**src/rtl/sort_floats_seq.sv**
```systemverilog
// Sequential bubble sort of N floats around one shared f_less_or_equal.
// Define SORT_FLOATS_SEQ_EARLY_EXIT_EN to stop sorting after a pass with no swap.

package cvw_cfg;
   localparam int FLEN = 64;
endpackage

module f_less_or_equal
   import cvw_cfg::*;
(
   input  logic [FLEN-1:0] a,
   input  logic [FLEN-1:0] b,
   output logic            res,
   output logic            err
);

   localparam int NE = (FLEN == 128) ? 15 :
                       (FLEN == 64)  ? 11 :
                       (FLEN == 32)  ? 8  : 5;
   localparam int NM = FLEN - NE - 1;

   logic          a_sgn, b_sgn;
   logic [NE-1:0] a_exp, b_exp;
   logic [NM-1:0] a_man, b_man;
   logic          a_nan, b_nan, both_zero;
   logic          mag_le, mag_ge;

   assign a_sgn = a[FLEN-1];
   assign b_sgn = b[FLEN-1];
   assign a_exp = a[FLEN-2 -: NE];
   assign b_exp = b[FLEN-2 -: NE];
   assign a_man = a[NM-1:0];
   assign b_man = b[NM-1:0];

   assign a_nan = (&a_exp) && (|a_man);
   assign b_nan = (&b_exp) && (|b_man);
   assign both_zero = (a[FLEN-2:0] == '0) && (b[FLEN-2:0] == '0);

   // exponent:mantissa orders like an unsigned magnitude
   assign mag_le = a[FLEN-2:0] <= b[FLEN-2:0];
   assign mag_ge = a[FLEN-2:0] >= b[FLEN-2:0];

   assign err = a_nan || b_nan;

   always_comb begin
      res = 1'b0;
      if (err)
         res = 1'b0;
      else if (both_zero)
         res = 1'b1;
      else if (a_sgn != b_sgn)
         res = a_sgn;
      else if (!a_sgn)
         res = mag_le;
      else
         res = mag_ge;
   end

endmodule

module sort_floats_seq
   import cvw_cfg::*;
#(
   parameter int N = 4
)
(
   input  logic            clk,
   input  logic            rst_n,
   input  logic            up_valid,
   input  logic [FLEN-1:0] up_data,
   output logic            up_ready,
   output logic            down_valid,
   output logic [FLEN-1:0] down_data,
   output logic            down_last,
   output logic            down_err,
   input  logic            down_ready,
   output logic            busy
);

   localparam int IW = $clog2(N);
   localparam logic [IW-1:0] LAST = IW'(N - 1);
   localparam logic [IW-1:0] LAST_PASS = IW'(N - 2);

   typedef enum logic [1:0] {
      LOAD,
      SORT,
      DRAIN
   } state_t;

   state_t state_q, state_d;

   logic [IW-1:0]   load_cnt;
   logic [IW-1:0]   pass_cnt;
   logic [IW-1:0]   idx;
   logic [IW-1:0]   out_cnt;
   logic            err_q;
   logic [FLEN-1:0] mem [N];

   logic [FLEN-1:0] cmp_a, cmp_b;
   logic            cmp_res, cmp_err;
   logic            swap, pass_end, sort_done;
   logic            up_fire, down_fire;
   logic            load_last, drain_last;

   assign cmp_a = mem[idx];
   assign cmp_b = mem[idx + IW'(1)];

   f_less_or_equal u_cmp (
      .a   (cmp_a),
      .b   (cmp_b),
      .res (cmp_res),
      .err (cmp_err)
   );

   assign up_ready   = (state_q == LOAD);
   assign busy       = (state_q != LOAD);
   assign down_valid = (state_q == DRAIN);
   assign down_data  = down_valid ? mem[out_cnt] : '0;
   assign down_last  = down_valid && (out_cnt == LAST);
   assign down_err   = down_valid && err_q;

   assign up_fire    = up_valid && up_ready;
   assign down_fire  = down_valid && down_ready;
   assign load_last  = up_fire && (load_cnt == LAST);
   assign drain_last = down_fire && (out_cnt == LAST);

   // a NaN compare reports err with res=0, so it never swaps
   assign swap     = (state_q == SORT) && !cmp_res && !cmp_err;
   assign pass_end = (idx == LAST_PASS - pass_cnt);

`ifdef SORT_FLOATS_SEQ_EARLY_EXIT_EN
   logic swapped_q;

   assign sort_done = pass_end &&
                      ((pass_cnt == LAST_PASS) || !(swapped_q || swap));

   always_ff @(posedge clk) begin
      if (!rst_n)
         swapped_q <= 1'b0;
      else if (state_q == SORT) begin
         if (pass_end)
            swapped_q <= 1'b0;
         else if (swap)
            swapped_q <= 1'b1;
      end
   end
`else
   assign sort_done = pass_end && (pass_cnt == LAST_PASS);
`endif

   always_comb begin
      state_d = state_q;
      unique case (state_q)
         LOAD:    if (load_last) state_d = SORT;
         SORT:    if (sort_done) state_d = DRAIN;
         DRAIN:   if (drain_last) state_d = LOAD;
         default: state_d = LOAD;
      endcase
   end

   always_ff @(posedge clk) begin
      if (!rst_n) begin
         state_q  <= LOAD;
         load_cnt <= '0;
         pass_cnt <= '0;
         idx      <= '0;
         out_cnt  <= '0;
         err_q    <= 1'b0;
      end else begin
         state_q <= state_d;
         if (up_fire)
            load_cnt <= load_last ? '0 : load_cnt + IW'(1);
         if (state_q == SORT) begin
            err_q <= err_q | cmp_err;
            if (pass_end) begin
               idx      <= '0;
               pass_cnt <= sort_done ? '0 : pass_cnt + IW'(1);
            end else begin
               idx <= idx + IW'(1);
            end
         end
         if (down_fire) begin
            out_cnt <= drain_last ? '0 : out_cnt + IW'(1);
            if (drain_last)
               err_q <= 1'b0;
         end
      end
   end

   always_ff @(posedge clk) begin
      if (up_fire)
         mem[load_cnt] <= up_data;
      else if (swap) begin
         mem[idx]          <= cmp_b;
         mem[idx + IW'(1)] <= cmp_a;
      end
   end

endmodule
```
**config.mk**
```make
export PLATFORM = sky130hd
export DESIGN_NAME = sort_floats_seq
export DESIGN_NICKNAME = d
export VERILOG_FILES = /design/src/rtl/sort_floats_seq.sv
export SDC_FILE = /design/constraint.sdc
export NUM_CORES = 1
export LEC_CHECK = 0
export CAP_MARGIN = 20
export CORE_MARGIN = 2
export CORE_UTILIZATION = 50
export CTS_CLUSTER_SIZE = 8
export DETAILED_ROUTE_END_ITERATION = 16
export DONT_BUFFER_PORTS = 1
export PLACE_DENSITY = 0.68
export SKIP_CTS_REPAIR_TIMING = 1
export SYNTH_ARGS = -nofsm -noshare
export SYNTH_HDL_FRONTEND = slang
export SYNTH_SLANG_ARGS = --single-unit
```
**constraint.sdc**
```tcl
create_clock -name clk -period 7.7 [get_ports clk]
set_input_delay 0.385 -clock clk [delete_from_list [all_inputs] [get_ports clk]]
set_output_delay 0.385 -clock clk [all_outputs]
set_load 0.02 [all_outputs]
```
==> results of run 1 <==
==> cell type report <==
type	count	area [um^2]	share of cell area (%)
antenna	2	5.00	0.0214
inverter	72	270	1.16
multi-input combinational	1310	12900	55.2
sequential	271	8010	34.3
clock inverter	3	26.3	0.113
timing repair buffer	28	300	1.29
clock buffer	66	1120	4.80
tap	585	732	3.14
==> worst register-to-register path: cells and delay by family (launching register included) <==
| family | cells | cell delay [ns] |
|---|---|---|
| adder cells (fa/ha/maj) | 2 | 0.87 |
| AO/OA/AOI/OAI | 3 | 1.22 |
| flip-flops | 1 | 0.50 |
| AND/OR/NAND/NOR | 3 | 1.33 |
| multiplexers | 2 | 1.18 |
| buffers and inverters | 4 | 1.26 |
==> sequential cells by signal (all words and copies together), names as in the netlist, named ones only <==
register and flops:
err_q 1, idx 2, load_cnt 2, mem 256, out_cnt 2, pass_cnt 2
state_q 2
==> cell usage after synthesis (2+ instances only) <==
cell                       number  area [um^2]
sky130_fd_sc_hd__nand2_1      269         1010
sky130_fd_sc_hd__o21ai_0      258         1290
sky130_fd_sc_hd__edfxtp_1     256         7690
sky130_fd_sc_hd__mux2_4       200         3000
sky130_fd_sc_hd__mux4_2       189         4260
sky130_fd_sc_hd__inv_1         72          270
sky130_fd_sc_hd__ha_1          71          888
sky130_fd_sc_hd__clkbuf_1      68          255
sky130_fd_sc_hd__and2_1        66          413
sky130_fd_sc_hd__a21oi_1       39          195
sky130_fd_sc_hd__mux2_1        38          428
sky130_fd_sc_hd__nor4_1        35          219
sky130_fd_sc_hd__nand4_1       28          175
sky130_fd_sc_hd__buf_12        22          440
sky130_fd_sc_hd__buf_1         20         75.1
sky130_fd_sc_hd__mux2_2        19          214
sky130_fd_sc_hd__nand3_1       16         80.1
sky130_fd_sc_hd__dfxtp_1       15          300
sky130_fd_sc_hd__nor2_1        15         56.3
sky130_fd_sc_hd__buf_2         11         55.1
sky130_fd_sc_hd__mux2i_1       10          100
sky130_fd_sc_hd__buf_6          9          101
sky130_fd_sc_hd__nor2b_1        7         43.8
sky130_fd_sc_hd__nor3_1         7         35.0
sky130_fd_sc_hd__buf_4          6         45.0
sky130_fd_sc_hd__a21boi_0       4         30.0
sky130_fd_sc_hd__a211oi_1       3         22.5
sky130_fd_sc_hd__a21o_1         3         22.5
sky130_fd_sc_hd__a221oi_1       3         26.3
sky130_fd_sc_hd__and3_1         3         18.8
sky130_fd_sc_hd__nand2b_1       3         18.8
sky130_fd_sc_hd__nand3b_1       2         15.0
sky130_fd_sc_hd__o22ai_1        2         12.5
sky130_fd_sc_hd__o32ai_1        2         17.5
sky130_fd_sc_hd__xor2_1         2         17.5
==> worst paths after layout <==
path | endpoint | cells after the start | slack [ns] | startpoint
setup / recovery | mem[0][6] | 14 | 1.10 | idx[1]
hold / removal | flip-flop | 2 | 0.01 | down_ready
setup reg to reg | mem[0][6] | 14 | 1.10 | idx[1]
hold reg to reg | state_q[0] | 1 | 0.47 | state_q[1]
==> routing by layer <==
layer  global-route usage (%)  part of all wire, %
met4                     10.1                  2.9
met5                        0                0.021
met1                     35.3                   39
met2                     44.8                   48
met3                     6.36                  9.6
==> cell usage in the layout (no fill, tap or decap), types with 4 or more instances in the layout <==
master / Yosys / routed
sky130_fd_sc_hd__a21boi_0: 4 / 4
sky130_fd_sc_hd__a21oi_1: 39 / 39
sky130_fd_sc_hd__and2_1: 66 / 66
sky130_fd_sc_hd__buf_12: 22 / 7
sky130_fd_sc_hd__buf_4: 6 / 20
sky130_fd_sc_hd__clkbuf_1: 68 / 25
sky130_fd_sc_hd__clkbuf_16: 0 / 41
sky130_fd_sc_hd__dfxtp_1: 15 / 10
sky130_fd_sc_hd__dfxtp_4: 0 / 5
sky130_fd_sc_hd__edfxtp_1: 256 / 256
sky130_fd_sc_hd__ha_1: 71 / 67
sky130_fd_sc_hd__ha_4: 0 / 4
sky130_fd_sc_hd__inv_1: 72 / 72
sky130_fd_sc_hd__mux2_1: 38 / 38
sky130_fd_sc_hd__mux2_2: 19 / 19
sky130_fd_sc_hd__mux2_4: 200 / 200
sky130_fd_sc_hd__mux2i_1: 10 / 10
sky130_fd_sc_hd__mux4_2: 189 / 189
sky130_fd_sc_hd__nand2_1: 269 / 269
sky130_fd_sc_hd__nand3_1: 16 / 16
sky130_fd_sc_hd__nand4_1: 28 / 28
sky130_fd_sc_hd__nor2_1: 15 / 15
sky130_fd_sc_hd__nor2b_1: 7 / 6
sky130_fd_sc_hd__nor3_1: 7 / 7
sky130_fd_sc_hd__nor4_1: 35 / 35
sky130_fd_sc_hd__o21ai_0: 258 / 258
==> metrics by stage <==
stage | cell area, um^2 | setup TNS, ns | setup WS (ns) | cells
3_3_place_gp | 22200 | 0 | 1.28 | 2265
2_1_floorplan | 22000 | -138.15 | -0.556 | 1789
3_5_place_dp | 22200 | 0 | 1.23 | 2265
5_1_grt | 23300 | 0 | 0.827 | 2335
4_1_cts | 23300 | 0 | 1.19 | 2334
6_report | 23300 | 0 | 1.10 | 2337
==> power groups by stage <==
| stage | clock [mW] | sequential (mW) | combinational [mW] |
|---|---|---|---|
| floorplan | 0 | 1.74 | 0.394 |
| global placement | 0 | 1.74 | 0.502 |
| detailed placement | 0 | 1.75 | 0.517 |
| CTS | 1.68 | 1.72 | 0.520 |
| global route | 1.74 | 1.72 | 0.569 |
| finish | 1.66 | 1.72 | 0.525 |
==> cells by family after synthesis <==
group | count (synthesis) | share of synthesized area, %
compound gates | 322 | 7.71
fa+ha+maj | 71 | 4.04
simple gates | 458 | 9.75
flops | 271 | 36.3
xor+xnor | 3 | 0.120
mux | 456 | 36.4
buf+inv | 208 | 5.65
==> results.md, run 1 <==
- Outcome: finished, final reports clean
- Cell internal power dissipation: 2.91 mW
- Leakage power: 7.83 nW
- Finish-stage setup viols: 0
- Total CTS buffers: 40
- Number of instances in the synthesized netlist: 1789
- Antenna violations before repair: 1
- Minimum clock period: 6.60 ns
- Share of total power in sequential cells: 44.0%
- Combined global-route utilization of all metal layers: 27.2%
- Half-perimeter wire length of the detailed placement result: 39800 um
- Sum of overflow across all layers after global routing: 0
- End-of-flow core utilization: 53.9%
- # IOs: 137
- Initial standard-cell utilization of the core: 50.8%
- Arrival time of data at the critical path endpoint: 6.90 ns
- Clk network pwr share: 42.6%
- Top flip-flop cell by instance count after synthesis: sky130_fd_sc_hd__edfxtp_1
- Crit path cell chain: inv_1 > ha_4 > buf_12 > mux4_2 > inv_1 > ha_1 > nand4_1 > nor4_1 > and3_1 > a211oi_1 > a221oi_1 > o211a_4 > buf_12 > mux2_2
- Proportion of total power due to net switching: 25.4%
- Drt first-iter violations: 1444
- Required arrival time at the worst endpoint: 8.00 ns
- Mapped Nets: 1928
- Worst IR drop on VDD: 0.126 mV
- Buffering stage count on the worst path with inverters included: 4
- Hold Path Class: in2reg
- Die Span Y: 214 um
- Power density relative to cell area: 167 mW/mm^2
- First-pass GRT wire length: 92500 um
- Flop and latch count out of synthesis: 271
- Die width: 214 um
- F_max: 152 MHz
- Number of vias in the routed layout: 15400
- Netlist area before placement: 0.0220 mm^2
- Type of the worst setup path: reg2reg
- Transition time of the tightest slew-check pin: 1.13 ns
- H-tree levels: 2
- Cell at the slowest stage of the critical path: sky130_fd_sc_hd__nor4_1
- Critical Path Max Stage Delay: 0.84 ns
- Total number of nets in the final design: 1862
- Worst Clk Skew: 0.0280 ns
- Average routed wire per standard cell: 26.4 um
- Clock slew at reported path FFs: 0.06 ns
- Number of global-route vias before repair: 15100
- Reported max-cap violation count: 0
- Proportion of register bits with asynchronous set or reset after synthesis: 0%
- TritonCTS clock tree: built
- Routed Antenna Nets: 0
- Layout cells sized above 1: 28.3%
- Psw: 0.994 mW
- Synthesized area per cell: 12.3 um^2
- Area inside the core boundary: 0.0433 mm^2
- TritonRoute pass-1 iters: 5
- EDFF count, synth: 256
- Remaining design rule violation count: 0
- Deepest clock path buffer count: 3
- Share of total power in combinational logic: 13.4%
- FILL cells: 3598
- Kind of launch point of the worst setup path: flip-flop
- Post-DR vias/cell: 6.58
- Cell chosen for the clock root: sky130_fd_sc_hd__clkbuf_16
- Final Hold Fails: 0
- Largest net degree at the start of global routing: 91
- Setup repair after global routing missed its margin: false
- Worst hold slack: 0.0116 ns
- Wire length reported by the detailed router: 61800 um
- Signed area change from the synthesized netlist to the final layout: 6.15%
- Crit-path leading delay family: simple AND/OR/NAND/NOR gates
- Slew Viols, Final: 0
- Number of sinks handled by clock tree synthesis: 271
- Gp weighted congestion: 0.847
- Endpoint type of the worst setup path: flip-flop
- Area of the die: 0.0457 mm^2
- Count of yosys warnings during synthesis: 0
- Share of the clock period used by the worst path after layout: 85.7%
- Post-synthesis sequential area ratio: 36.3%
- Clock insertion delay at the later pin of the skew report: 0.57 ns
- Final Total Pwr: 3.91 mW
- Floorplan row count: 76
- Port Buf Inserts: 0
- Relative slew margins: 24.6%
- Distinct cell type count after synthesis: 51
- Maximum net fanout on the critical path: 63
Note: power is estimated with default switching activity, not from simulation.
==> run 2: changes to the inputs <==
--- a/config.mk
+++ b/config.mk
@@ -7,11 +7,11 @@
 export LEC_CHECK = 0
 export CAP_MARGIN = 20
 export CORE_MARGIN = 2
-export CORE_UTILIZATION = 50
+export CORE_UTILIZATION = 45
 export CTS_CLUSTER_SIZE = 8
 export DETAILED_ROUTE_END_ITERATION = 16
 export DONT_BUFFER_PORTS = 1
-export PLACE_DENSITY = 0.68
+export PLACE_DENSITY = 0.62
 export SKIP_CTS_REPAIR_TIMING = 1
 export SYNTH_ARGS = -nofsm -noshare
 export SYNTH_HDL_FRONTEND = slang
==> run 2 against run 1 <==
Net effect: sequential power about the same; largest cell class unchanged; critical path type unchanged; sequential share of layout area decreased by 0.12 points; non-clock buffer count is 4 higher; setup slack gained 0.30 ns.
==> results.md, run 2 (synthesis results as in run 1) <==
- Combined global-route utilization of all metal layers: 24.5% (-2.7 points)
- Remaining design rule violation count: 0 (unchanged)
- Die Span Y: 225 um (+5.3%)
- Largest net degree at the start of global routing: 102 (+12%)
- Type of the worst setup path: reg2reg
- Antenna violations before repair: 1 (unchanged)
- Signed area change from the synthesized netlist to the final layout: 6.54%
- Number of vias in the routed layout: 15300 (-0.53%)
- Drt first-iter violations: 1456 (+0.83%)
- Wire length reported by the detailed router: 62500 um (+1.0%)
- Final Hold Fails: 0 (unchanged)
- End-of-flow core utilization: 48.9% (-5.1 points)
- Setup repair after global routing missed its margin: false
- Arrival time of data at the critical path endpoint: 6.60 ns (-0.30 ns)
- Total number of nets in the final design: 1866 (+0.21%)
- Number of sinks handled by clock tree synthesis: 271 (unchanged)
- Area inside the core boundary: 0.0479 mm^2 (+11%)
- Hold Path Class: in2reg
- Cell at the slowest stage of the critical path: sky130_fd_sc_hd__nor4_1
- Dpl cell area: 0.0223 mm^2 (+0.58%)
- Gp weighted congestion: 0.852 (+0.60%)
- Average routed wire per standard cell: 26.6 um (+0.44%)
- Minimum clock period: 6.30 ns (-0.302 ns)
- First-pass GRT wire length: 93800 um (+1.3%)
- Worst Clk Skew: 0.0326 ns (+0.00461 ns)
- Port Buf Inserts: 0 (unchanged)
- Share of the clock period used by the worst path after layout: 81.8% (-3.9 points)
- Leading cell type in the layout, fill and taps excluded: sky130_fd_sc_hd__nand2_1
- Deepest clock path buffer count: 3 (unchanged)
- Layout cells sized above 1: 28.7% (+0.40 points)
- Leakage power: 7.85 nW (+0.25%)
- Largest reg by FF count: mem
- Dominant cell type by count on the critical path: sky130_fd_sc_hd__nor4_1
- Crit-path leading delay family: simple AND/OR/NAND/NOR gates
- Power density relative to cell area: 164 mW/mm^2 (-2.1%)
- F_max: 159 MHz (+4.8%)
- Clock insertion delay at the later pin of the skew report: 0.57 ns (about the same)
- Buffering stage count on the worst path with inverters included: 3 (-1)
- Cell chosen for the clock root: sky130_fd_sc_hd__clkbuf_16
- Reported max-cap violation count: 0 (unchanged)
- Endpoint type of the worst setup path: flip-flop
- Area of the die: 0.0506 mm^2 (+11%)
- TritonRoute pass-1 iters: 6 (+1)
- Outcome: finished, final reports clean
- Relative slew margins: 35.6% (+11 points)
- Slew Viols, Final: 0 (unchanged)
- # IOs: 137 (unchanged)
- Maximum net fanout on the critical path: 41 (-35%)
- Finish-stage setup viols: 0 (unchanged)
- Initial standard-cell utilization of the core: 45.9% (-5.0 points)
- Floorplan row count: 80 (+5.3%)
- Number of inserted diodes: 0 (-2)
- TritonCTS clock tree: built
- Flip-flop count of the largest register after layout: 256 (unchanged)
- H-tree levels: 2 (unchanged)
- Die width: 225 um (+5.3%)
- Total CTS buffers: 40 (unchanged)
- Kind of launch point of the worst setup path: flip-flop
- Sum of overflow across all layers after global routing: 0 (unchanged)
- Routed Antenna Nets: 0 (unchanged)
- Leading cell types in the layout, fill and taps excluded: 269 x sky130_fd_sc_hd__nand2_1, 258 x sky130_fd_sc_hd__o21ai_0, 256 x sky130_fd_sc_hd__edfxtp_1
- Final Total Pwr: 3.84 mW (-1.8%)
- Half-perimeter wire length of the detailed placement result: 40700 um (+2.3%)
- Number of global-route vias before repair: 15200 (+0.13%)
- Critical Path Max Stage Delay: 0.83 ns (about the same)
- Crit path cell chain: inv_1 > ha_4 > buf_12 > mux4_2 > nor4_1 > nand4_1 > nor4_1 > o22a_1 > and2_4 > o211a_4 > buf_4 > mux2_1
- Clock slew at reported path FFs: 0.05 ns (about the same)
- Required arrival time at the worst endpoint: 8.00 ns (about the same)
- Worst IR drop on VDD: 0.131 mV (+4.2%)
- Transition time of the tightest slew-check pin: 0.966 ns (-0.166 ns)
- Post-DR vias/cell: 6.50 (-1.1%)
- Post-layout instance area: 0.0234 mm^2 (+0.36%)
- FILL cells: 4080 (+13%)
run 2: layout make-up:
| class | count | area [um^2] | share of cell area (%) |
|---|---|---|---|
| multi-input cells | 1310 | 12900 | 55.0 |
| flip-flops and latches | 271 | 8010 | 34.2 |
| clock buffers | 48 | 1040 | 4.44 |
| well taps | 615 | 769 | 3.29 |
| repair buffers | 32 | 428 | 1.83 |
| inverters | 72 | 270 | 1.15 |
| clock inverters | 3 | 30.0 | 0.128 |
run 2: metal layers:
| layer | up-vias | part of all wire, % | track usage, % | routed length, um |
|---|---|---|---|---|
| met4 | 2 | 2.6 | 7.93 | 1640 |
| met1 | 7754 | 39 | 31.4 | 24700 |
| met3 | 106 | 8.6 | 5.06 | 5360 |
| li1 | 6749 | - | - | - |
| met2 | 680 | 49 | 41.8 | 30800 |
| met5 | - | 0.027 | 0 | 17 |
run 2: per-stage QoR:
stage / worst slack (ns) / setup TNS (ns) / hold WS [ns] / instances
2_1_floorplan: -0.556 / -138.15 / 0.436 / 1789
3_3_place_gp: 1.43 / 0 / 0.468 / 2297
3_5_place_dp: 1.37 / 0 / 0.479 / 2297
4_1_cts: 1.39 / 0 / -0.0466 / 2348
5_1_grt: 1.11 / 0 / 0.00432 / 2351
6_report: 1.40 / 0 / 0.00968 / 2351
run 2: where the power goes:
part / internal, mW / switching [mW] / leakage (nW) / total (mW)
Sequential: 1.68 / 0.0394 / 2.48 / 1.72
Combinational: 0.252 / 0.276 / 4.85 / 0.528
Clock: 0.937 / 0.653 / 0.524 / 1.59
run 2: final timing paths:
path                                  from          to  slack (ns)  cells after the start
worst min register to register  state_q[1]  state_q[0]        0.48                      1
worst min-delay path                 rst_n   flip-flop        0.01                      1
worst max register to register      idx[0]  mem[1][36]        1.40                     12
worst max-delay path                idx[0]  mem[1][36]        1.40                     12
